[config.mk]
export PLATFORM = sky130hd
export DESIGN_NAME = reorder_buffer
export DESIGN_NICKNAME = d
export VERILOG_FILES = /design/src/rtl/reorder_buffer.sv
export SDC_FILE = /design/constraint.sdc
export NUM_CORES = 2
export LEC_CHECK = 0
export CORE_MARGIN = 2
export CORE_UTILIZATION = 40
export CTS_CLUSTER_SIZE = 10
export DETAILED_ROUTE_END_ITERATION = 12
export GPL_TIMING_DRIVEN = 0
export PLACE_DENSITY_LB_ADDON = 0.1
export SYNTH_ARGS = -nofsm -noshare
export SYNTH_HDL_FRONTEND = slang
export SYNTH_SLANG_ARGS = --single-unit
[constraint.sdc]
create_clock -name clk -period 5.23 [get_ports clk]
set_input_delay 0.7845 -clock clk [delete_from_list [all_inputs] [get_ports clk]]
set_output_delay 0.7845 -clock clk [all_outputs]
set_load 0.02 [all_outputs]
[src/rtl/reorder_buffer.sv]
// In-order retirement buffer for the Tomasulo core: allocates rename tags at dispatch,
// captures CDB results, forwards completed values and retires one entry per cycle.
module reorder_buffer #(
    parameter int DEPTH  = 15,
    parameter int TAG_W  = 4,
    parameter int WORD_W = 32,
    parameter int REG_W  = 5
) (
    input  logic              clk,
    input  logic              rst,
    input  logic              flush_in,
    input  logic              dis_valid_in,
    input  logic              dis_has_dest_in,
    input  logic [REG_W-1:0]  dis_rd_in,
    output logic              dis_ready_out,
    output logic [TAG_W-1:0]  dis_tag_out,
    input  logic              cdb_valid_in,
    input  logic [TAG_W-1:0]  cdb_tag_in,
    input  logic [WORD_W-1:0] cdb_data_in,
    input  logic [TAG_W-1:0]  qj_tag_in,
    input  logic [TAG_W-1:0]  qk_tag_in,
    output logic              qj_ready_out,
    output logic              qk_ready_out,
    output logic [WORD_W-1:0] qj_data_out,
    output logic [WORD_W-1:0] qk_data_out,
    output logic              rob_commit_signal_out,
    output logic [TAG_W-1:0]  rob_commit_tag_out,
    output logic [WORD_W-1:0] rob_commit_data_out,
    output logic [REG_W-1:0]  rob_commit_target_out
);

    localparam int PTR_W = (DEPTH > 1) ? $clog2(DEPTH) : 1;
    localparam int CNT_W = $clog2(DEPTH + 1);

    logic [DEPTH-1:0]  r_busy;
    logic [DEPTH-1:0]  r_ready;
    logic [DEPTH-1:0]  r_has_dest;
    logic [REG_W-1:0]  r_rd   [DEPTH];
    logic [WORD_W-1:0] r_data [DEPTH];
    logic [PTR_W-1:0]  r_head;
    logic [PTR_W-1:0]  r_tail;
    logic [CNT_W-1:0]  r_count;

    logic              r_commit_sig;
    logic [TAG_W-1:0]  r_commit_tag;
    logic [WORD_W-1:0] r_commit_data;
    logic [REG_W-1:0]  r_commit_target;

    logic              w_full;
    logic              w_empty;
    logic              w_dis_fire;
    logic              w_retire;
    logic              w_cdb_hit;
    logic [PTR_W-1:0]  w_cdb_idx;
    logic [PTR_W-1:0]  w_qj_idx;
    logic [PTR_W-1:0]  w_qk_idx;
    logic [PTR_W-1:0]  w_head_nxt;
    logic [PTR_W-1:0]  w_tail_nxt;

    always_comb begin
        w_full     = (r_count == CNT_W'(DEPTH));
        w_empty    = (r_count == '0);
        w_dis_fire = dis_valid_in && !w_full;
        w_retire   = !w_empty && r_ready[r_head];

        w_head_nxt = (r_head == PTR_W'(DEPTH - 1)) ? '0 : r_head + PTR_W'(1);
        w_tail_nxt = (r_tail == PTR_W'(DEPTH - 1)) ? '0 : r_tail + PTR_W'(1);

        // Tag t lives in entry t-1; tag 0 and tags beyond DEPTH never match.
        w_cdb_idx = PTR_W'(cdb_tag_in - TAG_W'(1));
        w_qj_idx  = PTR_W'(qj_tag_in - TAG_W'(1));
        w_qk_idx  = PTR_W'(qk_tag_in - TAG_W'(1));

        w_cdb_hit = cdb_valid_in && (cdb_tag_in != '0) && (cdb_tag_in <= TAG_W'(DEPTH))
                    && r_busy[w_cdb_idx];

        qj_ready_out = (qj_tag_in != '0) && (qj_tag_in <= TAG_W'(DEPTH))
                       && r_busy[w_qj_idx] && r_ready[w_qj_idx];
        qk_ready_out = (qk_tag_in != '0) && (qk_tag_in <= TAG_W'(DEPTH))
                       && r_busy[w_qk_idx] && r_ready[w_qk_idx];
        qj_data_out  = qj_ready_out ? r_data[w_qj_idx] : '0;
        qk_data_out  = qk_ready_out ? r_data[w_qk_idx] : '0;

        dis_ready_out = !w_full;
        dis_tag_out   = TAG_W'(r_tail) + TAG_W'(1);
    end

    always_ff @(posedge clk or negedge rst) begin
        if (!rst) begin
            r_busy          <= '0;
            r_ready         <= '0;
            r_has_dest      <= '0;
            r_head          <= '0;
            r_tail          <= '0;
            r_count         <= '0;
            r_commit_sig    <= 1'b0;
            r_commit_tag    <= '0;
            r_commit_data   <= '0;
            r_commit_target <= '0;
            for (int i = 0; i < DEPTH; i++) begin
                r_rd[i]   <= '0;
                r_data[i] <= '0;
            end
        end else if (flush_in) begin
            r_busy       <= '0;
            r_ready      <= '0;
            r_head       <= '0;
            r_tail       <= '0;
            r_count      <= '0;
            r_commit_sig <= 1'b0;
        end else begin
            if (w_dis_fire) begin
                r_busy[r_tail]     <= 1'b1;
                r_ready[r_tail]    <= 1'b0;
                r_has_dest[r_tail] <= dis_has_dest_in;
                r_rd[r_tail]       <= dis_rd_in;
                r_tail             <= w_tail_nxt;
            end

            if (w_cdb_hit) begin
                r_ready[w_cdb_idx] <= 1'b1;
                r_data[w_cdb_idx]  <= cdb_data_in;
            end

            // Entries without a destination retire silently; the payload holds its last value.
            r_commit_sig <= w_retire && r_has_dest[r_head];
            if (w_retire) begin
                r_busy[r_head]  <= 1'b0;
                r_ready[r_head] <= 1'b0;
                r_head          <= w_head_nxt;
                if (r_has_dest[r_head]) begin
                    r_commit_tag    <= TAG_W'(r_head) + TAG_W'(1);
                    r_commit_data   <= r_data[r_head];
                    r_commit_target <= r_rd[r_head];
                end
            end

            unique case ({w_dis_fire, w_retire})
                2'b10:   r_count <= r_count + CNT_W'(1);
                2'b01:   r_count <= r_count - CNT_W'(1);
                default: r_count <= r_count;
            endcase
        end
    end

    assign rob_commit_signal_out = r_commit_sig;
    assign rob_commit_tag_out    = r_commit_tag;
    assign rob_commit_data_out   = r_commit_data;
    assign rob_commit_target_out = r_commit_target;

endmodule

==> results by stage <==
Run status:
- The flow ran to the end, but the final reports show violations.
- The checks that failed: max-capacitance violations.

Logic synthesis:
- By count the netlist is led by dfrtp_1 (654), mux2_2 (594), mux4_2 (413).
- The number of enable flip-flop cells after synthesis is 0.
- The number of synthesis warnings is 0.
- In this run, distinct cell masters in the synthesized netlist total 60.
- In the post-synthesis netlist, the biggest area contributors are dfrtp_1 (42%), mux4_2 (24%), mux2_2 (17%).
- Synthesis produced a netlist with a net count of 2,760.
- dfrtp_1 takes more of the synthesized area than any other cell.
- In the synthesized netlist the dominant register cell turns out to be dfrtp_1.
- In the synthesized netlist the async set-or-reset flop fraction comes to 100%.
- By instance count, the leading cell after synthesis is dfrtp_1.
- In this run the biggest area consumer among cell types represents 42.4% of the synthesized area.
- After synthesis the cells add up to 0.0386 mm^2.
- Synthesis inferred 654 register bits.
- The synthesized netlist cell count is 2,688.
- Averaged over all synthesized cells, the footprint is 14.4 um^2.
- For this run, the register share of the synthesized area comes to 42.4%.

Critical path:
- The worst setup path is captured at an output pin.
- The arrival time at the worst endpoint is 4.43 ns.
- On the worst path, the slowest cell contributes a delay of 0.67 ns.
- Traced cell by cell, the critical path runs through clkdlybuf4s15_2, buf_6, buf_6, buf_6, clkinvlp_4, clkbuf_8, ha_4, clkbuf_8, clkbuf_8, mux4_2, nand2_4, a21boi_2, clkdlybuf4s50_1.
- The worst setup path is launched from a primary input.
- Broken down by cell family, the worst path's largest delay share belongs to buffers and inverters.
- The critical path class is primary input to output pin.
- The slowest cell on the critical path is clkdlybuf4s50_1.
- The sum of buffers and inverters on the critical path is 9.
- The top fanout value on the critical path is 10.
- The required time of the critical path is 4.45 ns.
- For flop-to-flop paths, the worst setup slack is 1.33 ns.

Placement:
- Buffers placed on the I/O ports in this run total 166.
- Once detailed placement completed, the half-perimeter wirelength came to 96.3 mm.
- The placer's final routability congestion estimate is 0.870.
- The number of placed instances, taps included is 4,126.
- The setup slack after placement is -3.58 ns.

Routing:
- The detailed router placed 27,300 vias in this run.
- The sum of routed wire length over all layers is 142 mm.
- The average via count per standard cell is 6.41.
- The remaining antenna violation count is 0.
- After detailed routing, the number of remaining DRC violations is 0.
- The number of detailed-route iterations in the first pass is 6.
- The average detailed-routed wire length per instance is 33.2 um.
- The first routing iteration left 2,404 violations.

Floorplan:
- The floorplan step set the die height to 315 um.
- The full die area is 0.0991 mm^2.
- The initial utilization of the core area, before any placement, comes to 40.5%.
- The core area is 0.0953 mm^2.
- The standard-cell row count is 113.
- The number of top-level design ports is 168.
- In this run the horizontal extent of the chip is 315 um.

Finish:
- The antenna diode count is 0.
- At the end of the flow the core is filled with cells to 47.3%.
- Relative to the synthesized area, the layout overhead comes to 16.8%.
- Of the cells placed in the final design, the portion with a size suffix greater than 1 is 43.5%.
- The layout has 8,407 filler cells.
- The non-filler instance count after layout is 4,263.
- The net count of the finished layout is 3,021.

Clock network:
- The later pin in the worst-skew pair is clocked with a latency of 0.66 ns.
- The clock passes through at most 3 buffers.
- The clock sink total is 654.
- The cell at the root of the clock tree is clkbuf_16.
- The H-tree was split into 3 levels.
- TritonCTS built the clock tree.
- The CTS buffer count is 82.
- The clock transition at the registers of the reported paths is 0.05 ns.

GRT:
- The fraction of met1 tracks used by global routing is 37.3%.
- The met2 demand-to-capacity share in global routing is 44.8%.
- The global routing usage summed across all routing layers is 28.7%.
- Entering global routing, the biggest net connects 117 pins.
- The initial antenna violation count came to 3.
- The first global-routing pass estimated 203 mm of wire.
- The via count of the first global-routing pass is 28,100.
- The most utilized layer in the global route result is met2.
- After global routing the overflow that remains totals 0.
- Global routing used 8.34% of the available met3 tracks.

STA:
- The clock tree skew after final layout is 0.0281 ns.
- The final critical-path share of the clock period is 99.7%.
- Setup repair after global routing left no endpoint under its margin.
- Once routing completed, OpenROAD measured the worst setup slack at 0.0148 ns.
- The hold violation count in the final report is 0.
- In the final timing run, aggregate negative setup slack is 0 ns.
- The timing-limited maximum frequency is 0.192 GHz.
- Across all hold checks on the routed design, the worst slack comes to 0.499 ns.
- The worst path needs 5.22 ns of the cycle, external delays included.
- The setup-violating endpoint count in the final report is 0.
- The worst max-slew margin expressed relative to the limit is 0.0940%.
- For the pin with the worst max-slew slack, the measured transition is 1.50 ns.
- The number of pins with negative max-slew slack in the final report is 0.

Power:
- IR analysis of the VDD net gives a maximum drop of 228 uV.
- The power density over the cells is 266 mW/mm^2.
- The leakage power total is 19.7 nW.

Worst hold path:
- In this run the worst hold path is classified as flip-flop to flip-flop.

Run:
- Across the run, the number of max-cap violations was 1.
[report_power, final]
group / switching (W) / internal, W / leakage (nW)
Sequential: 0.0000774 / 0.00517 / 9.09
Clock: 0.00224 / 0.00326 / 1.25
Combinational: 0.000764 / 0.000483 / 9.37
Total: 0.00308 / 0.00891 / 19.7
[area by class of cell]
cell class	instances	area (um^2)	area share, %
clock inverter	7	67.6	0.150
buffer	259	1650	3.66
clock buffer	126	2470	5.48
multi-input combinational	1749	21000	46.5
timing repair buffer	179	1910	4.23
tap	1265	1580	3.51
sequential	654	16400	36.3
inverter	24	97.6	0.216
[sequential cells by signal, indices dropped and copies added, names as in the netlist]
name	flops
rob_commit_target_out	5
rob_commit_tag_out	4
r_ready	15
rob_commit_signal_out	1
r_tail	4
r_count	4
r_head	4
rob_commit_data_out	32
r_data	480
r_rd	75
r_busy	15
r_has_dest	15
[through the flow]
stage	power [W]	area, um^2
2_1_floorplan	0.00594	38600
3_3_place_gp	0.00649	41900
3_5_place_dp	0.00652	42100
4_1_cts	0.0121	45000
5_1_grt	0.0124	45100
6_report	0.0120	45100
[layout by cell type (no fill, tap or decap), types with 85 or more instances in the layout]
cell type          n
mux2i_1          109
clkbuf_1         118
clkbuf_16         85
clkdlybuf4s50_1  129
dfrtp_1          654
mux4_2           413
nand2_1          164
o21ai_0           88
a21oi_1           91
mux2_2           594
[worst register-to-register path, delay by kind of cell, from the launching register on]
family | cells | cell delay, ns
mux | 3 | 1.32
buf+inv | 4 | 2.10
flops | 1 | 0.38
[final timing paths]
kind	from	depth (start not counted)	endpoint
worst max-delay path	qk_tag_in[0]	13	qk_ready_out
max in group asynchronous	rst	5	r_data[377]
worst max register to register	r_head[1]	7	rob_commit_data_out[1]
worst min-delay path	r_rd[55]	1	r_rd[55]
worst min register to register	r_rd[55]	1	r_rd[55]
min in group asynchronous	rst	2	rob_commit_data_out[6]
[kinds of logic after synthesis]
logic type,count (synthesis),share of synthesized area (%)
muxes,1136,44.8
DFF,654,42.4
and+or+nand+nor,315,3.94
buffers and inverters,285,3.59
AOI/OAI and AO/OA,270,4.38
adders and majority gates,17,0.551
xor gates and xnor gates,11,0.324
[per-layer routing]
layer / part of all wire, % / vias up
met5: 0.026 / -
met3: 9.3 / 374
met4: 4.8 / 6
met2: 46 / 1413
li1: - / 11000
met1: 39 / 14600
[what timing repair did]
item                                    in CTS  in global routing
hold buffers                                 1                  0
pin swaps                                    2                  0
gates cloned                                 0                  0
resized for setup                          192                 20
endpoints found under the setup margin      66                 38
endpoints found under the hold margin       24                  0
setup buffers                                4                  1
Note: power is estimated with default switching activity, not from simulation.
